--- config.mk ---
export PLATFORM = sky130hd
export DESIGN_NAME = axis_uart_tx_sched_flat
export DESIGN_NICKNAME = d
export VERILOG_FILES = /design/src/rtl/axis_uart_tx_sched_if.sv /design/src/rtl/axis_uart_tx_sched.sv /design/src/flat_wrapper.sv
export SDC_FILE = /design/constraint.sdc
export NUM_CORES = 1
export LEC_CHECK = 0
export BUFFER_PORTS_ARGS = -buffer_cell sky130_fd_sc_hd__buf_2
export CORE_ASPECT_RATIO = 0.7
export CORE_MARGIN = 4
export CORE_UTILIZATION = 61
export CTS_BUF_LIST = sky130_fd_sc_hd__clkbuf_4 sky130_fd_sc_hd__clkbuf_8
export CTS_CLUSTER_DIAMETER = 40
export DETAILED_ROUTE_END_ITERATION = 8
export PLACE_DENSITY = 0.88
export SYNTH_ARGS = -nofsm -noshare
export SYNTH_HDL_FRONTEND = slang
export SYNTH_SLANG_ARGS = --single-unit
--- constraint.sdc ---
create_clock -name clk -period 5.8 [get_ports clk]
set_input_delay 0.29 -clock clk [delete_from_list [all_inputs] [get_ports clk]]
set_output_delay 0.29 -clock clk [all_outputs]
set_load 0.01 [all_outputs]
--- src/rtl/axis_uart_tx_sched_if.sv ---
// AXI-Stream byte channel feeding the UART transmit scheduler.
interface axis_uart_tx_sched_if;
  logic [7:0] s_tdata;
  logic       s_tvalid;
  logic       s_tlast;
  logic       s_tready;

  modport master (output s_tdata, s_tvalid, s_tlast, input s_tready);
  modport slave  (input s_tdata, s_tvalid, s_tlast, output s_tready);
endinterface

--- src/rtl/axis_uart_tx_sched.sv ---
// UART transmit scheduler: pulls stream bytes, launches the serializer and
// inserts programmed inter-byte / inter-frame idle gaps counted in bit times.
module axis_uart_tx_sched (
  input  logic                 clk,
  input  logic                 rst,
  input  logic                 softRst,
  input  logic                 powerDown,
  input  logic [3:0]           mode,
  input  logic [15:0]          txByte_nop,
  input  logic [15:0]          txFrame_nop,
  input  logic [23:0]          maxBytesPerFrame,
  input  logic                 bitTick,
  axis_uart_tx_sched_if.slave  s_axis,
  output logic [7:0]           tx_data,
  output logic                 tx_start,
  input  logic                 tx_done,
  output logic                 txBytesInt,
  output logic                 txFrameInt,
  output logic                 busy
);

  typedef enum logic [2:0] {IDLE, START, SEND, BYTE_GAP, FRAME_GAP} state_t;

  state_t      state_q, state_d;
  logic [23:0] byte_cnt_q, byte_cnt_d, byte_cnt_inc;
  logic [15:0] gap_cnt_q, gap_cnt_d;
  logic        frame_end_q, frame_end_d;
  logic        abort_q, abort_d;
  logic [7:0]  tx_data_d;
  logic        tx_start_d, bytes_int_d, frame_int_d;
  logic        accept;
  logic        mode_unused;

  assign mode_unused     = ^mode[2:0];
  assign s_axis.s_tready = (state_q == IDLE) & ~rst & ~softRst & ~powerDown;
  assign accept          = s_axis.s_tvalid & s_axis.s_tready;
  assign busy            = (state_q != IDLE);

  always_ff @(posedge clk) begin
    if (rst) begin
      state_q     <= IDLE;
      byte_cnt_q  <= '0;
      gap_cnt_q   <= '0;
      frame_end_q <= 1'b0;
      abort_q     <= 1'b0;
      tx_data     <= '0;
      tx_start    <= 1'b0;
      txBytesInt  <= 1'b0;
      txFrameInt  <= 1'b0;
    end else begin
      state_q     <= state_d;
      byte_cnt_q  <= byte_cnt_d;
      gap_cnt_q   <= gap_cnt_d;
      frame_end_q <= frame_end_d;
      abort_q     <= abort_d;
      tx_data     <= tx_data_d;
      tx_start    <= tx_start_d;
      txBytesInt  <= bytes_int_d;
      txFrameInt  <= frame_int_d;
    end
  end

  always_comb begin
    state_d      = state_q;
    byte_cnt_d   = byte_cnt_q;
    gap_cnt_d    = gap_cnt_q;
    frame_end_d  = frame_end_q;
    abort_d      = abort_q;
    tx_data_d    = tx_data;
    tx_start_d   = 1'b0;
    bytes_int_d  = 1'b0;
    frame_int_d  = 1'b0;
    byte_cnt_inc = byte_cnt_q + 24'd1;

    case (state_q)
      IDLE: begin
        if (softRst) begin
          byte_cnt_d  = '0;
          gap_cnt_d   = '0;
          frame_end_d = 1'b0;
        end else if (accept) begin
          tx_data_d   = s_axis.s_tdata;
          frame_end_d = s_axis.s_tlast |
                        ((maxBytesPerFrame != '0) & (byte_cnt_inc == maxBytesPerFrame));
          byte_cnt_d  = frame_end_d ? '0 : byte_cnt_inc;
          tx_start_d  = 1'b1;
          state_d     = START;
        end
      end

      START: begin
        if (softRst) abort_d = 1'b1;
        state_d = SEND;
      end

      SEND: begin
        // A soft reset seen while the byte is in flight is held until tx_done
        if (softRst) abort_d = 1'b1;
        if (tx_done) begin
          bytes_int_d = 1'b1;
          frame_int_d = frame_end_q;
          if (abort_q | softRst) begin
            state_d     = IDLE;
            byte_cnt_d  = '0;
            gap_cnt_d   = '0;
            frame_end_d = 1'b0;
            abort_d     = 1'b0;
          end else if (frame_end_q & mode[3] & (txFrame_nop != '0)) begin
            state_d   = FRAME_GAP;
            gap_cnt_d = txFrame_nop;
          end else if (~frame_end_q & mode[3] & (txByte_nop != '0)) begin
            state_d   = BYTE_GAP;
            gap_cnt_d = txByte_nop;
          end else begin
            state_d = IDLE;
          end
        end
      end

      BYTE_GAP, FRAME_GAP: begin
        if (softRst) begin
          state_d     = IDLE;
          byte_cnt_d  = '0;
          gap_cnt_d   = '0;
          frame_end_d = 1'b0;
        end else if (bitTick) begin
          gap_cnt_d = gap_cnt_q - 16'd1;
          if (gap_cnt_q == 16'd1) state_d = IDLE;
        end
      end

      default: state_d = IDLE;
    endcase
  end

endmodule

--- src/flat_wrapper.sv ---
// flat-port wrapper written by rule: the top's interface ports become plain ports
module axis_uart_tx_sched_flat 
  (clk, rst, softRst, powerDown, mode, txByte_nop, txFrame_nop, maxBytesPerFrame, bitTick, tx_data, tx_start, tx_done, txBytesInt, txFrameInt, busy, s_axis_s_tdata, s_axis_s_tvalid, s_axis_s_tlast, s_axis_s_tready);
  axis_uart_tx_sched_if s_axis_i ();
  input  logic clk;
  input  logic rst;
  input  logic softRst;
  input  logic powerDown;
  input  logic [3:0] mode;
  input  logic [15:0] txByte_nop;
  input  logic [15:0] txFrame_nop;
  input  logic [23:0] maxBytesPerFrame;
  input  logic bitTick;
  output logic [7:0] tx_data;
  output logic tx_start;
  input  logic tx_done;
  output logic txBytesInt;
  output logic txFrameInt;
  output logic busy;
  input wire logic [$bits(s_axis_i.s_tdata)-1:0] s_axis_s_tdata;
  input wire logic [$bits(s_axis_i.s_tvalid)-1:0] s_axis_s_tvalid;
  input wire logic [$bits(s_axis_i.s_tlast)-1:0] s_axis_s_tlast;
  output wire logic [$bits(s_axis_i.s_tready)-1:0] s_axis_s_tready;
  assign s_axis_i.s_tdata = s_axis_s_tdata;
  assign s_axis_i.s_tvalid = s_axis_s_tvalid;
  assign s_axis_i.s_tlast = s_axis_s_tlast;
  assign s_axis_s_tready = s_axis_i.s_tready;
  axis_uart_tx_sched u_core (.clk(clk), .rst(rst), .softRst(softRst), .powerDown(powerDown), .mode(mode), .txByte_nop(txByte_nop), .txFrame_nop(txFrame_nop), .maxBytesPerFrame(maxBytesPerFrame), .bitTick(bitTick), .s_axis(s_axis_i), .tx_data(tx_data), .tx_start(tx_start), .tx_done(tx_done), .txBytesInt(txBytesInt), .txFrameInt(txFrameInt), .busy(busy));
endmodule
==> impl_results.md, run 1 <==
- Status: completed
- #FFs+latches synth: 56
- Synth Area in Simple Gates: 32.9%
- Vias in the first global route: 3,863
- Worst vdd ir: 0.000185 V
- Mapped Nets: slightly above 600
- Adder-Cell Fraction of Synth Area: 0.938%
- Gr usage total: 28.4%
- Asr flop ratio synth: 0%
- NetSw: 250 µW
- Met3 global-route usage: roughly 7.5%
- Clk buf depth: 2
- Placed inst area: around 4400 µm²
- WS Path Type: reg2reg
- Area grow syn2layout: 12.3%
- Worst Setup End Kind: flop
- Clk_lat worst skew: 0.32 ns
- I/O pin cnt: approximately 90
- RePlAce Congestion: roughly 1.0
- Internal power: 545 µW
- Final non-filler cell area: approximately 4500 µm²
- Post-synth EDFFs: 0
- Power per cell area: ~180 nW/µm²
- Synthesized area: 4000 µm²
- Lkg Pwr: roughly 1.7 nW
- Final nets: about 670
- Antenna violations before repair: 0
- Fraction of layout cells with a size suffix above 1: 18.8%
- Max-slew violations: 0
- Worst endpoint data arrival time: ~4.0 ns
- PostCTS Resize Cnt: 0
- Prevailing post-synth register cell: dfxtp_1
- Fin. Hold Viols: 0
- Sequential area share after synthesis: 28.0%
- DRC viols: 0
- Port bufs: 85
- Hpwl dp: between 8000 and 9000 µm
- Final core occ: between 70 and 80%
- WP data required: 6.01 ns
- Hold-fix buffer count after cts: 0
- Max Clk Rate: ~0.26 GHz
- GR Util met2: between 40% and 50%
- Final wirelength: around 11,000 µm
- Ant diodes: 0
- Die ar.: ~8000 µm²
- Final setup vio count: 0
- Slew @ Worst Pin: between 1 and 1.5 ns
- CP Launch Type: flop
- Vias: about 4,400
- Initial DRC count: about 470
- Main combinational cell family by area after synthesis: simple AND/OR/NAND/NOR gates
- Fill cell instance count of the final layout: 537
- Sw Share: about a third
- Cell variety after synth: 62
- Die width: around 100 µm
- Vias per inst: roughly 6.6
- Hold Crit Class: in2reg
- Initial DRT Pass Iterations: 5
- # rows: 24
- CP max FO: 21
- Post-Synth XOR/XNOR Area: 9.54%
- First-pass GRT wire length: approximately 19,000 µm
- Largest net degree at the start of global routing: 47
- Tmin final: about 3.8 ns
- TritonCTS clock tree: built
- Average instance area after synthesis: 7.52 µm²
- TNS Setup: 0 ns
- Slew Limit Headroom: between 20 and 30%
- Clk root buf: clkbuf_8
- DR WL/cell: roughly 17 µm
- Met1 capacity usage during global routing: between 30% and 40%
- Setup Buffers After CTS: 0
- Mux contribution to synthesized area: approximately 5%
- Layout Skew: between 0.009 and 0.01 ns
- RSZ-0062 raised after global routing: false
- Total CTS buffers: 5
- Sequential share of power: roughly 51%
- Initial Util: between 60% and 70%
- Comb pwr share: approximately a fifth
- Area fraction in compound gates after synthesis: a little under a fifth
- Syn Inst Count: 532
- Core area: around 6300 µm²
- Die Y: between 70 and 80 µm
- CTS Sinks: 56
- Max-cap viol count: 0
- DRT antenna net count: 0
- H-tree Lvls: 2
- Clock Power Share: between 20 and 30%
- Total gr overflow: 0
- Ys Warns: 0
- Most Crowded Layer GR: met2
- CTS clk-pin slew, worst paths: 0.11 ns
- Crit share post-route: between 60 and 70%
-- logic make-up after synthesis --
logic type / count (synthesis)
and+or+nand+nor: 252
AOI/OAI and AO/OA: 110
DFF: 56
buffers and inverters: 49
xor gates and xnor gates: 42
muxes: 20
adders and majority gates: 3
-- worst paths after layout --
check,cells past startpoint,end,start,slack [ns]
setup / recovery,10,u_core.byte_cnt_q[9],u_core.byte_cnt_q[0],1.98
hold / removal,3,u_core.tx_data[5],s_axis_s_tdata[5],0.15
setup reg to reg,10,u_core.byte_cnt_q[9],u_core.byte_cnt_q[0],1.98
hold reg to reg,2,u_core.tx_data[5],u_core.tx_data[5],0.48
-- power by group through the flow --
stage	clock [mW]	combinational (mW)	sequential (mW)
2_1_floorplan	0	0.102	0.407
3_3_place_gp	0	0.153	0.413
3_5_place_dp	0	0.157	0.414
4_1_cts	0.232	0.158	0.405
5_1_grt	0.251	0.176	0.407
6_report	0.230	0.161	0.405
-- layout make-up --
class	count	area (µm²)	area share, %
multi-input cells	427	2680	59.7
flip-flops and latches	56	1120	25.0
repair buffers	89	455	10.1
well taps	78	97.6	2.17
clock buffers	5	68.8	1.53
inverters	11	41.3	0.919
clock inverters	3	26.3	0.585
-- metrics by stage --
stage                     total power [mW]  setup WS [ns]  hold slack, ns  cells
after global placement               0.566           2.26           0.455    661
after CTS                            0.795           2.17           0.154    669
after detailed placement             0.571           2.21           0.467    661
after floorplan                      0.510           2.98           0.387    532
final                                0.795           1.98           0.153    669
after global routing                 0.834           1.86           0.173    669
-- placed cells by master (no fill, tap or decap), drive strengths merged, types with 10 or more instances in the layout --
master,instances
nor4,22
nand4,22
inv,12
mux2i,18
o22ai,10
xor2,15
a21oi,15
nand2b,15
o21ai,32
and3,10
a22oi,15
nor2,47
nand3,30
nor3,16
buf,89
nand2,57
dfxtp,56
xnor2,26
-- synthesized netlist by cell type, types with 8 or more instances --
library cell	n	share of area [%]
a22oi_1	15	2.8
nor3_1	16	2.0
clkbuf_1	24	2.3
buf_2	8	1.0
o21ai_0	31	3.9
xor2_1	15	3.3
xnor2_1	26	5.7
nand4_1	21	3.3
inv_1	10	0.94
nor2_1	47	4.4
nand2b_1	15	2.3
mux2i_1	18	4.5
dfxtp_1	56	28
and3_1	10	1.6
o22ai_1	10	1.6
a21oi_1	15	1.9
nand3_1	29	3.6
nor4_1	22	3.4
nand2_1	56	5.3
-- per-layer routing --
| metal | share of wire (%) | wire [µm] | vias to the layer above |
|---|---|---|---|
| met4 | 2.0 | 229 | 0 |
| met2 | 44 | 4980 | 243 |
| met3 | 11 | 1220 | 37 |
| met5 | 0 | 0 | - |
| li1 | - | - | 2078 |
| met1 | 44 | 4960 | 2045 |
-- registers in the layout, summed over array words and instances (netlist names), 3 cells and up --
register           cells
u_core.byte_cnt_q     24
u_core.gap_cnt_q      16
u_core.tx_data         8
u_core.state_q         3
-- worst max-delay path, stage by stage, from the launching register on --
cell      delay [ns]
dfxtp_1         0.48
ha_1            0.38
nand3_2         0.22
nor2_1          0.32
mux2_2          0.39
a2111o_1        0.38
nor4_1          0.43
a41oi_2         0.41
buf_4           0.35
nand2_2         0.20
o21ai_0         0.12
(Power assumes the default switching activity.)
==> inputs of run 2 (changes only) <==
--- a/config.mk
+++ b/config.mk
@@ -5,14 +5,15 @@
 export SDC_FILE = /design/constraint.sdc
 export NUM_CORES = 1
 export LEC_CHECK = 0
+export ABC_AREA = 1
 export BUFFER_PORTS_ARGS = -buffer_cell sky130_fd_sc_hd__buf_2
 export CORE_ASPECT_RATIO = 0.7
 export CORE_MARGIN = 4
-export CORE_UTILIZATION = 61
+export CORE_UTILIZATION = 52
 export CTS_BUF_LIST = sky130_fd_sc_hd__clkbuf_4 sky130_fd_sc_hd__clkbuf_8
 export CTS_CLUSTER_DIAMETER = 40
 export DETAILED_ROUTE_END_ITERATION = 8
-export PLACE_DENSITY = 0.88
+export PLACE_DENSITY = 0.79
 export SYNTH_ARGS = -nofsm -noshare
 export SYNTH_HDL_FRONTEND = slang
 export SYNTH_SLANG_ARGS = --single-unit
==> constraint.sdc (replaced) <==
create_clock -name clk -period 3.2 [get_ports clk]
set_input_delay 0.16 -clock clk [delete_from_list [all_inputs] [get_ports clk]]
set_output_delay 0.16 -clock clk [all_outputs]
set_load 0.01 [all_outputs]
==> run 2 against run 1 <==
Clock skew rose by 0.0042 ns. Design area rose by 15%. Critical path type unchanged. Global-route usage fell by 3.7 points.
==> impl_results.md, run 2 <==
- Initial DRT Pass Iterations: 5 (unchanged)
- Largest area contributor in the netlist: dfxtp_1
- Vias per inst: 5.46 (-17%)
- Comb pwr share: 38.0% (+18 points)
- TNS Setup: 0 ns (unchanged)
- Area grow syn2layout: 13.2%
- PostCTS Resize Cnt: 0 (unchanged)
- Crit path cell chain: ha_1 -> nand3_1 -> nor2_1 -> nand3_1 -> nand2_1 -> nand3_1 -> nand2_1 -> nand2_1 -> nor2_1 -> nand2_1 -> nor2_4 -> nand2_4 -> nand3b_1 -> a21oi_1
- CP Launch Type: flop
- Max-slew violations: 0 (unchanged)
- CP max FO: 25 (+19%)
- Ant diodes: 0 (unchanged)
- Max-cap viol count: 0 (unchanged)
- Final core occ: 60.7% (-11 points)
- #FFs+latches synth: 56 (unchanged)
- Vias: 5,076 (+15%)
- Antenna violations before repair: 0 (unchanged)
- Sequential area share after synthesis: 24.7% (-3.3 points)
- Hold-fix buffer count after cts: 0 (unchanged)
- Final non-filler cell area: 5140 µm² (+15%)
- WS Path Type: reg2reg
- Clock Power Share: 22.5% (-6.4 points)
- Clk buf depth: 2 (unchanged)
- Max FFs per register: 24 (unchanged)
- Core area: 8480 µm² (+34%)
- Layout Skew: 0.0140 ns (+0.00423 ns)
- Slew @ Worst Pin: 0.843 ns (-0.227 ns)
- CTS Sinks: 56 (unchanged)
- Final setup vio count: 0 (unchanged)
- Final wirelength: 13,000 µm (+14%)
- Setup Buffers After CTS: 0 (unchanged)
- Prevailing post-synth register cell: dfxtp_1
- H-tree Lvls: 2 (unchanged)
- Asr flop ratio synth: 0% (unchanged)
- I/O pin cnt: 89 (unchanged)
- Vias in the first global route: 4,591 (+19%)
- Worst vdd ir: 0.000253 V (+37%)
- Fraction of layout cells with a size suffix above 1: 21.6% (+2.8 points)
- Die width: 120 µm (+14%)
- DRT antenna net count: 0 (unchanged)
- Largest stage delay on the critical path: 0.48 ns (about the same)
- Hold Path Sink: u_core.tx_data[0]
- Largest net degree at the start of global routing: 47 (unchanged)
- DRC viols: 0 (unchanged)
- RePlAce Congestion: 0.952 (-8.6%)
- Worst Setup End Kind: flop
- CTS clk-pin slew, worst paths: 0.12 ns (about the same)
- Worst Slack Setup Final: 0.554 ns (-1.43 ns)
- RSZ-0062 raised after global routing: false
- Most frequent cells in the layout: 231 x nand2_1, 85 x buf_2, 77 x nor2_1
- Initial DRC count: 394 (-16%)
- Lkg Pwr: 2.19 nW (+29%)
- Post-synth top area share: 24.7% (-3.3 points)
- First-pass GRT wire length: 21,100 µm (+13%)
- DR WL/cell: 14.0 µm (-18%)
- Commonest non-fill, non-tap cell in the layout: nand2_1
- Total gr overflow: 0 (unchanged)
- Cell variety after synth: 42 (-32%)
- Largest regs: u_core.byte_cnt_q (24), u_core.gap_cnt_q (16), u_core.tx_data (8)
- Reg with most FFs: u_core.byte_cnt_q
- Tmin final: 2.65 ns (-1.17 ns)
- Synth top area cells: dfxtp_1 25%, nand2_1 19%, nand3_1 7.5%, nor2_1 6.4%, inv_1 6.1%
- Cell with the most instances after synthesis: nand2_1
- R2R depth: 14 (+4)
- Fin. Hold Viols: 0 (unchanged)
- Clk_lat worst skew: 0.34 ns (+0.02 ns)
- Gr usage total: 24.7% (-3.7 points)
- Flop2flop setup slack: 0.55 ns (-1.43 ns)
- TritonCTS clock tree: built
- Status: completed
- Worst endpoint data arrival time: 2.84 ns (-1.18 ns)
- Power per cell area: 371 nW/µm² (+110%)
- Slew Limit Headroom: 43.7% (+15 points)
- Crit share post-route: 82.7% (+17 points)
- NetSw: 784 µW (+210%)
- Port bufs: 85 (unchanged)
- Sw Share: 41.0% (+9.6 points)
- Hold_sp: s_axis_s_tdata[0]
- R2R Path End: u_core.byte_cnt_q[1]
- Mapped Nets: 812 (+33%)
- DP Worst Slack: 0.620 ns (-1.59 ns)
- Average instance area after synthesis: 6.20 µm² (-18%)
- Hold Crit Class: in2reg
- WP data required: 3.39 ns (-2.62 ns)
- Placed inst area: 5050 µm² (+15%)
- Post-synth EDFFs: 0 (unchanged)
- Sequential share of power: 39.5% (-12 points)
- Ys Warns: 0 (unchanged)
- Synth cell count leaders: 231 x nand2_1, 77 x nor2_1, 74 x inv_1
- Max Clk Rate: 0.378 GHz (+44%)
- Initial Util: 53.6% (-9.9 points)
- CP most frequent cell: nand2_1
- # rows: 28 (+17%)
- Clk root buf: clkbuf_8
- Hpwl dp: 9920 µm (+17%)
- Worst reg2reg path startpoint: u_core.byte_cnt_q[0]
- Hold depth: 3 (unchanged)
- Total CTS buffers: 5 (unchanged)
- Die ar.: 10,300 µm² (+30%)
- Internal power: 1.13 mW (+110%)
- Synthesized area: 4540 µm² (+14%)
- CP max stage cell: dfxtp_1
- Final nets: 887 (+33%)
- Total power: 1.91 mW (+140%)
- Die Y: 86.2 µm (+14%)
- Syn Inst Count: 733 (+38%)
## run 2: cell count changes after synthesis, moves of 20 or more
cell	delta
xnor2_1	-21
nand3_1	+39
nor2_1	+30
nand3_2	+21
inv_1	+64
a21oi_1	+24
a21oi_2	+20
nand2_1	+175
## run 2: how the worst max path moves through the flow
stage	from	end	slack [ns]	cells after the start
finish	u_core.byte_cnt_q[0]	u_core.byte_cnt_q[1]	0.55	14
global route	u_core.byte_cnt_q[0]	u_core.byte_cnt_q[1]	0.31	14
detailed placement	u_core.byte_cnt_q[0]	u_core.byte_cnt_q[1]	0.62	16
CTS	u_core.byte_cnt_q[0]	u_core.byte_cnt_q[1]	0.60	14
global placement	u_core.byte_cnt_q[0]	u_core.byte_cnt_q[1]	0.70	16
floorplan	u_core.byte_cnt_q[0]	u_core.byte_cnt_q[12]	1.12	15
## run 2: logic make-up (layout without fill, tap and decap cells)
group,count (synthesis),in the layout,synth area share (%)
buffers and inverters,103,179,9.31
XOR/XNOR,15,15,3.55
AO/OA/AOI/OAI,94,94,13.2
flip-flops,56,56,24.7
adder cells (fa/ha/maj),3,3,0.826
AND/OR/NAND/NOR,462,462,48.5
## run 2: area by class of cell
cell class	instances	area, µm²
tap	120	150
multi-input combinational	574	3010
fill	841	3330
clock buffer	5	68.8
sequential	56	1120
clock inverter	3	25.0
inverter	80	300
timing repair buffer	91	470
## run 2: per-layer routing
layer / vias up / track usage [%] / share of wire [%]
met2: 176 / 38.2 / 42
met4: 0 / 5.82 / 1.2
li1: 2541 / - / -
met5: - / 0 / 0
met1: 2344 / 35.6 / 49
met3: 15 / 5.09 / 7.5
## run 2: per-stage QoR
step,hold slack [ns],std cells
final,0.0223,929
after global routing,0.0253,929
after CTS,0.0179,929
after detailed placement,0.365,921
after global placement,0.358,921
after floorplan,0.273,733
## run 2: worst max-delay path: cells and delay by family, from the launching register on
family,cells,cell delay [ns]
simple gates,12,1.68
flops,1,0.48
fa+ha+maj,1,0.25
compound gates,1,0.07
## run 2: power groups by stage
stage	logic, mW	clock network (mW)	registers [mW]
after floorplan	0.479	0	0.768
after global placement	0.690	0	0.767
after detailed placement	0.703	0	0.768
after CTS	0.706	0.437	0.754
after global routing	0.786	0.460	0.759
final	0.726	0.430	0.754
